===== src/rtl/l1_wishbone_burst_bridge_pkg.sv =====
// Shared types and constants for the L1-to-Wishbone burst bridge.
package l1_wishbone_burst_bridge_pkg;

    // Wishbone B4 cycle type identifiers
    localparam logic [2:0] CTI_CLASSIC = 3'b000;
    localparam logic [2:0] CTI_INCR    = 3'b010;
    localparam logic [2:0] CTI_END     = 3'b111;

    typedef enum logic [1:0] {
        IDLE,
        READ,
        WRITE,
        ABORT
    } bridge_state_t;

    // Burst type for a wrap burst of max_burst words; sizes with no
    // B4 wrap encoding fall back to linear.
    function automatic logic [1:0] wrap_bte(input int max_burst);
        case (max_burst)
            4:       return 2'b01;
            8:       return 2'b10;
            16:      return 2'b11;
            default: return 2'b00;
        endcase
    endfunction

endpackage


===== src/rtl/l1_wishbone_burst_bridge_wb_burst_addr_gen.sv =====
// Word address register and beat counter for one Wishbone burst.
// Wrap mode only advances the low log2(MAX_BURST) address bits.
module wb_burst_addr_gen #(
    parameter int AW        = 30,
    parameter int MAX_BURST = 8,
    parameter int WRAP_MODE = 0,
    parameter int CNT_W     = 5
) (
    input  logic             clk,
    input  logic             rst,
    input  logic             load,
    input  logic             advance,
    input  logic [AW-1:0]    start_adr,
    input  logic [CNT_W-1:0] beats_m1,
    output logic [AW-1:0]    adr,
    output logic             last
);

    localparam logic [AW-1:0] WRAP_MASK = AW'(MAX_BURST - 1);

    logic [AW-1:0]    adr_q, adr_d, adr_inc;
    logic [CNT_W-1:0] cnt_q, cnt_d;

    // Next address/count: load at accept, step once per accepted beat
    always_comb begin
        adr_inc = adr_q + 1'b1;
        if (WRAP_MODE != 0) begin
            adr_inc = (adr_q & ~WRAP_MASK) | (adr_inc & WRAP_MASK);
        end
        adr_d = adr_q;
        cnt_d = cnt_q;
        if (load) begin
            adr_d = start_adr;
            cnt_d = beats_m1;
        end else if (advance) begin
            adr_d = adr_inc;
            cnt_d = cnt_q - 1'b1;
        end
    end

    // Address and remaining-beat registers
    always_ff @(posedge clk) begin
        if (!rst) begin
            adr_q <= '0;
            cnt_q <= '0;
        end else begin
            adr_q <= adr_d;
            cnt_q <= cnt_d;
        end
    end

    assign adr  = adr_q;
    assign last = (cnt_q == '0);

endmodule


===== src/rtl/l1_wishbone_burst_bridge.sv =====
// L1 arbiter request to Wishbone B4 master: burst reads, single writes,
// bus-error and per-beat timeout abort with a one-cycle error pulse.
module l1_wishbone_burst_bridge import l1_wishbone_burst_bridge_pkg::*; #(
    parameter int DATA_W         = 32,
    parameter int ADDR_W         = 32,
    parameter int MAX_BURST      = 8,
    parameter int WRAP_MODE      = 0,
    parameter int TIMEOUT_CYCLES = 256
) (
    input  logic                                  clk,
    input  logic                                  rst,
    input  logic                                  req_valid,
    output logic                                  req_ack,
    input  logic [ADDR_W-1:0]                     req_addr,
    input  logic [DATA_W-1:0]                     req_data,
    input  logic                                  req_rnw,
    input  logic [DATA_W/8-1:0]                   req_be,
    input  logic [4:0]                            req_size,
    output logic [DATA_W-1:0]                     rsp_data,
    output logic                                  rsp_valid,
    output logic                                  rsp_err,
    output logic [ADDR_W-$clog2(DATA_W/8)-1:0]    wb_adr,
    output logic [DATA_W-1:0]                     wb_dat_w,
    output logic [DATA_W/8-1:0]                   wb_sel,
    output logic                                  wb_cyc,
    output logic                                  wb_stb,
    output logic                                  wb_we,
    output logic [2:0]                            wb_cti,
    output logic [1:0]                            wb_bte,
    input  logic [DATA_W-1:0]                     wb_dat_r,
    input  logic                                  wb_ack,
    input  logic                                  wb_err
);

    localparam int         SEL_W   = DATA_W / 8;
    localparam int         OFF     = $clog2(SEL_W);
    localparam int         WB_AW   = ADDR_W - OFF;
    localparam logic [4:0] MAXB_M1 = 5'(MAX_BURST - 1);

    bridge_state_t     state_q, state_d;
    logic              load, advance, last, cyc, timeout, fault;
    logic [4:0]        beats_m1;
    logic [SEL_W-1:0]  sel_q, sel_d;
    logic [DATA_W-1:0] dat_q, dat_d, rsp_data_q, rsp_data_d;
    logic              burst_q, burst_d, rsp_valid_q, rsp_valid_d;
    logic              unused_addr_lsb;

    // Byte offset within a bus word never reaches the bus
    assign unused_addr_lsb = ^req_addr[OFF-1:0];

    assign beats_m1 = (req_size > MAXB_M1) ? MAXB_M1 : req_size;
    assign cyc      = (state_q == READ) || (state_q == WRITE);
    assign fault    = wb_err || timeout;

    wb_burst_addr_gen #(
        .AW        (WB_AW),
        .MAX_BURST (MAX_BURST),
        .WRAP_MODE (WRAP_MODE),
        .CNT_W     (5)
    ) u_addr_gen (
        .clk       (clk),
        .rst       (rst),
        .load      (load),
        .advance   (advance),
        .start_adr (req_addr[ADDR_W-1:OFF]),
        .beats_m1  (beats_m1),
        .adr       (wb_adr),
        .last      (last)
    );

    // Watchdog: clears at cycle start and on each ack; fires one edge
    // before the count would reach the limit so cyc drops on schedule.
    if (TIMEOUT_CYCLES > 0) begin : g_wdog
        localparam int WD_W = $clog2(TIMEOUT_CYCLES + 1);
        logic [WD_W-1:0] wdog_q, wdog_d;

        // Count cycles spent waiting on the current beat
        always_comb begin
            wdog_d = wdog_q;
            if (load || wb_ack) begin
                wdog_d = '0;
            end else if (cyc) begin
                wdog_d = wdog_q + 1'b1;
            end
        end

        // Watchdog counter register
        always_ff @(posedge clk) begin
            if (!rst) wdog_q <= '0;
            else      wdog_q <= wdog_d;
        end

        assign timeout = cyc && !wb_ack && (wdog_q == WD_W'(TIMEOUT_CYCLES - 1));
    end else begin : g_no_wdog
        assign timeout = 1'b0;
    end

    // Next state and handshake; error outranks a simultaneous ack
    always_comb begin
        state_d = state_q;
        req_ack = 1'b0;
        load    = 1'b0;
        advance = 1'b0;
        case (state_q)
            IDLE: begin
                req_ack = req_valid;
                if (req_valid) begin
                    load    = 1'b1;
                    state_d = req_rnw ? READ : WRITE;
                end
            end
            READ: begin
                if (fault) begin
                    state_d = ABORT;
                end else if (wb_ack) begin
                    advance = 1'b1;
                    if (last) state_d = IDLE;
                end
            end
            WRITE: begin
                if (fault)       state_d = ABORT;
                else if (wb_ack) state_d = IDLE;
            end
            default: state_d = IDLE;
        endcase
    end

    // Request fields captured at accept; read data registered per beat
    always_comb begin
        sel_d       = sel_q;
        dat_d       = dat_q;
        burst_d     = burst_q;
        rsp_valid_d = advance;
        rsp_data_d  = advance ? wb_dat_r : rsp_data_q;
        if (load) begin
            sel_d   = req_rnw ? '1 : req_be;
            burst_d = req_rnw && (beats_m1 != 5'd0);
            if (!req_rnw) dat_d = req_data;
        end
    end

    // State and datapath registers
    always_ff @(posedge clk) begin
        if (!rst) begin
            state_q     <= IDLE;
            sel_q       <= '0;
            dat_q       <= '0;
            burst_q     <= 1'b0;
            rsp_valid_q <= 1'b0;
            rsp_data_q  <= '0;
        end else begin
            state_q     <= state_d;
            sel_q       <= sel_d;
            dat_q       <= dat_d;
            burst_q     <= burst_d;
            rsp_valid_q <= rsp_valid_d;
            rsp_data_q  <= rsp_data_d;
        end
    end

    assign wb_cyc    = cyc;
    assign wb_stb    = cyc;
    assign wb_we     = (state_q == WRITE);
    assign wb_sel    = sel_q;
    assign wb_dat_w  = dat_q;
    assign wb_cti    = (state_q == READ && burst_q) ? (last ? CTI_END : CTI_INCR) : CTI_CLASSIC;
    assign wb_bte    = (state_q == READ && WRAP_MODE != 0) ? wrap_bte(MAX_BURST) : 2'b00;
    assign rsp_valid = rsp_valid_q;
    assign rsp_data  = rsp_data_q;
    assign rsp_err   = (state_q == ABORT);

endmodule


===== config.mk =====
export PLATFORM = sky130hd
export DESIGN_NAME = l1_wishbone_burst_bridge
export DESIGN_NICKNAME = d
export VERILOG_FILES = /design/src/rtl/l1_wishbone_burst_bridge_pkg.sv /design/src/rtl/l1_wishbone_burst_bridge_wb_burst_addr_gen.sv /design/src/rtl/l1_wishbone_burst_bridge.sv
export SDC_FILE = /design/constraint.sdc
export NUM_CORES = 1
export LEC_CHECK = 0
export CAP_MARGIN = 20
export CORE_MARGIN = 3
export CORE_UTILIZATION = 42
export DETAILED_ROUTE_END_ITERATION = 8
export PLACE_DENSITY = 0.8
export SLEW_MARGIN = 0
export SYNTH_ARGS = -nofsm -noshare
export SYNTH_HDL_FRONTEND = slang
export SYNTH_SLANG_ARGS = --single-unit

===== constraint.sdc =====
create_clock -name clk -period 2.65 [get_ports clk]
set_input_delay 0.3975 -clock clk [delete_from_list [all_inputs] [get_ports clk]]
set_output_delay 0.3975 -clock clk [all_outputs]
set_load 0.005 [all_outputs]

==> summary.md <==
| Metric | Value |
|---|---|
| Status | complete, no violations |
| Final antenna-violating net count | 0 |
| CP Class | register to output pin |
| Hold Fails Final Rpt | 0 |
| Pwr dens | ~800 mW/mm^2 |
| Post-synthesis compound-gate area fraction | 0.171 |
| Most area-hungry cell type in the Yosys netlist | dfxtp_1 |
| Util after Layout | 0.687 |
| Most common cell in the synthesized netlist | nand2_1 |
| DIE HEIGHT | ~120 um |
| CP max FO | 7 |
| WP data arrival | slightly above 2 ns |
| 1st-iter DRT viols | 343 |
| Layout cell share with drive strength beyond 1 | 0.0613 |
| Antenna violations before repair | 0 |
| Achievable Freq | about 400 MHz |
| Syn. warnings | 0 |
| Routability cong. | about 0.8 |
| H-tree Lvls | 4 |
| Flops & latches, synth | around 120 |
| GRT Overall Usage | 0.244 |
| Min-delay worst type | register to register |
| Slew headroom | 0.628 |
| Worst hold path cell count | 2 |
| Main combinational cell family by area after synthesis | simple AND/OR/NAND/NOR gates |
| Synthesis-to-layout area growth | 57.9% |
| Total grt overflow | 0 |
| Post-Synth Simple-Gate Area | 0.262 |
| Via density | approximately 5.5 |
| Port bufs | 215 |
| DRC viols | 0 |
| Wire per inst | approximately 17 um |
| Startpoint types | register |
| Cell Rows | 39 |
| Number of buffers created by CTS | 17 |
| Die W | roughly 120 um |
| HP Start | rsp_data[30] |
| CTS root buffer | clkbuf_16 |
| Ant diodes | 0 |
| Vias | around 5500 |
| Layout Cells excl Fill | between 900 and 1000 |
| Multiplexer share of the synthesized area | 0.00597 |
| Synth unique cells | 45 |
| Area after DPL | around 0.0073 mm^2 |
| Tightest Pin Transition | 0.558 ns |
| CTS tree | built |
| Fin crit share | 0.919 |
| Worst Slack Setup Final | around 0.22 ns |
| Largest net degree at the start of global routing | 73 |
| Post-Layout Inst Area | 0.00794 mm^2 |
| Post-Synthesis Cell Area | around 0.005 mm^2 |
| Core ar. | 0.0116 mm^2 |
| Syn avg cell area | between 7 and 8 um^2 |
| Clk_lat worst skew | 0.42 ns |
| WHS Endpoint | rsp_data[30] |
| Final setup vio count | 0 |
| Reg clk slew, reported paths | about 0.060 ns |
| Vias in the first global route | between 5000 and 6000 |
| Flop2flop setup slack | between 0.4 and 0.5 ns |
| Die area | 0.0133 mm^2 |
| Total iterations of the first detailed-routing run | 5 |
| Fin Setup TNS | 0 ns |
| Ys async rst share | 0 |
| First-pass GRT wire length | 25.6 mm |
| Deepest clock path buffer count | 2 |
| Top_reg_cell synth | dfxtp_1 |
| FF-to-FF path depth | 5 |
| Clock Skew | approximately 0.008 ns |
| Worst Setup End Kind | output pin |
| Lkg Pwr | approximately 2.7 nW |
| Dpl cells | 960 |
| Required time of the critical path | between 2 and 2.5 ns |
| IO Pins | 220 |
| Filler instances | a little over 900 |
| Maximum vdd drop | slightly below 0.0006 V |
| Post-synth top area share | 0.462 |
| RSZ-0062 raised after global routing | false |
| Top cells by area, synth | dfxtp_1 (46%), nand2_1 (11%), a21oi_1 (7.3%), o21ai_0 (3.1%), clkbuf_1 (2.7%) |
| DP HPWL | 11.7 mm |
| Final min period | between 2 and 2.5 ns |
| Max cap viols | 0 |
| RR Startpoint | state_q[0] |
| Cell count after synthesis | around 630 |
| Post-Synth XOR/XNOR Area | 0.0296 |
| Seq/Total Area, Yosys | 0.462 |
| WL final | 16.4 mm |
| Reg2reg end | u_addr_gen.adr[28] |
| Post-Synth Adder-Cell Area | 0.0224 |
| Postcts setup bufs | 0 |
| Most common library cells after synthesis | nand2_1 (150), dfxtp_1 (116), a21oi_1 (73), clkbuf_1 (36), nor2_1 (32) |
| Final count of pins violating max slew | 0 |
| Pre-CTS setup slack | 0.166 ns |
| Post-synth EDFFs | 0 |
| Final nets | 956 |
| Starting Density | 0.435 |
| Clock Sinks | ~120 |
-- cell type report --
type	count	area, um^2	share of cell area
multi-input cells	462	2490	0.313
flip-flops and latches	116	2320	0.292
repair buffers	228	2300	0.290
clock buffers	20	457	0.0575
well taps	143	179	0.0225
clock inverters	11	153	0.0192
inverters	11	41.3	0.00520
-- registers in the layout, indices dropped and copies added (netlist names) --
name / cells
wb_sel: 4
u_addr_gen.cnt_q: 5
state_q: 2
burst_q: 1
rsp_data: 32
g_wdog.wdog_q: 9
u_addr_gen.adr: 30
wb_dat_w: 32
rsp_valid: 1
-- layout by cell type (no fill, tap or decap), types with 10 or more instances in the layout --
| cell type | Yosys | final |
|---|---|---|
| nor2_1 | 32 | 31 |
| dfxtp_1 | 116 | 116 |
| clkbuf_16 | 0 | 17 |
| inv_1 | 11 | 10 |
| a31oi_1 | 11 | 11 |
| o21ai_0 | 31 | 31 |
| a211oi_1 | 10 | 10 |
| nand4_1 | 12 | 12 |
| nor4_1 | 10 | 10 |
| or3_1 | 13 | 13 |
| nand3_1 | 14 | 14 |
| nand2_1 | 150 | 149 |
| clkdlybuf4s50_1 | 0 | 215 |
| a21oi_1 | 73 | 73 |
| nor3_1 | 18 | 18 |
-- worst max-delay path, stage by stage, from the launching register on --
cell and delay, ns:
dfxtp_1 0.35, inv_1 0.10, ha_1 0.24, nand2_2 0.10
inv_1 0.23, clkdlybuf4s50_1 0.60
-- routing by layer --
layer / global-route usage / part of all wire / up-vias
li1: - / - / 2626
met1: 0.287 / 0.40 / 2555
met2: 0.414 / 0.50 / 238
met3: 0.0711 / 0.072 / 42
met4: 0.106 / 0.032 / 0
met5: 0 / 0 / -
-- per-stage QoR --
stage	hold WS [ns]	power, mW
after floorplan	0.427	3.17
after global placement	0.442	4.12
after global routing	0.472	6.87
after detailed placement	0.446	4.19
final	0.451	6.52
after CTS	0.453	6.55
-- logic make-up after synthesis --
group,after synthesis
simple gates,282
mux,3
xor+xnor,17
fa+ha+maj,9
compound gates,149
other cells,1
buf+inv,56
flops,116
-- power breakdown --
part | switching [mW] | total (mW) | internal [mW]
clock network | 0.808 | 2.33 | 1.53
registers | 0.281 | 2.30 | 2.02
logic | 0.878 | 1.88 | 1.00
-- how the worst max path moves through the flow --
| stage | slack (ns) | endpoint | depth (start not counted) | startpoint |
|---|---|---|---|---|
| 5_1_grt | 0.11 | req_ack | 5 | state_q[0] |
| 6_report | 0.22 | req_ack | 5 | state_q[0] |
| 2_1_floorplan | 0.67 | u_addr_gen.adr[28] | 6 | state_q[1] |
| 3_3_place_gp | 0.20 | u_addr_gen.adr[29] | 6 | wb_err |
| 3_5_place_dp | 0.17 | u_addr_gen.cnt_q[2] | 7 | wb_ack |
| 4_1_cts | 0.09 | wb_cti[0] | 5 | u_addr_gen.cnt_q[0] |
-- timing repair --
item,CTS,global route
hold buffers,0,0
setup endpoints to repair,0,2
resized for setup,0,1
Power figures use the tool's default switching activity.
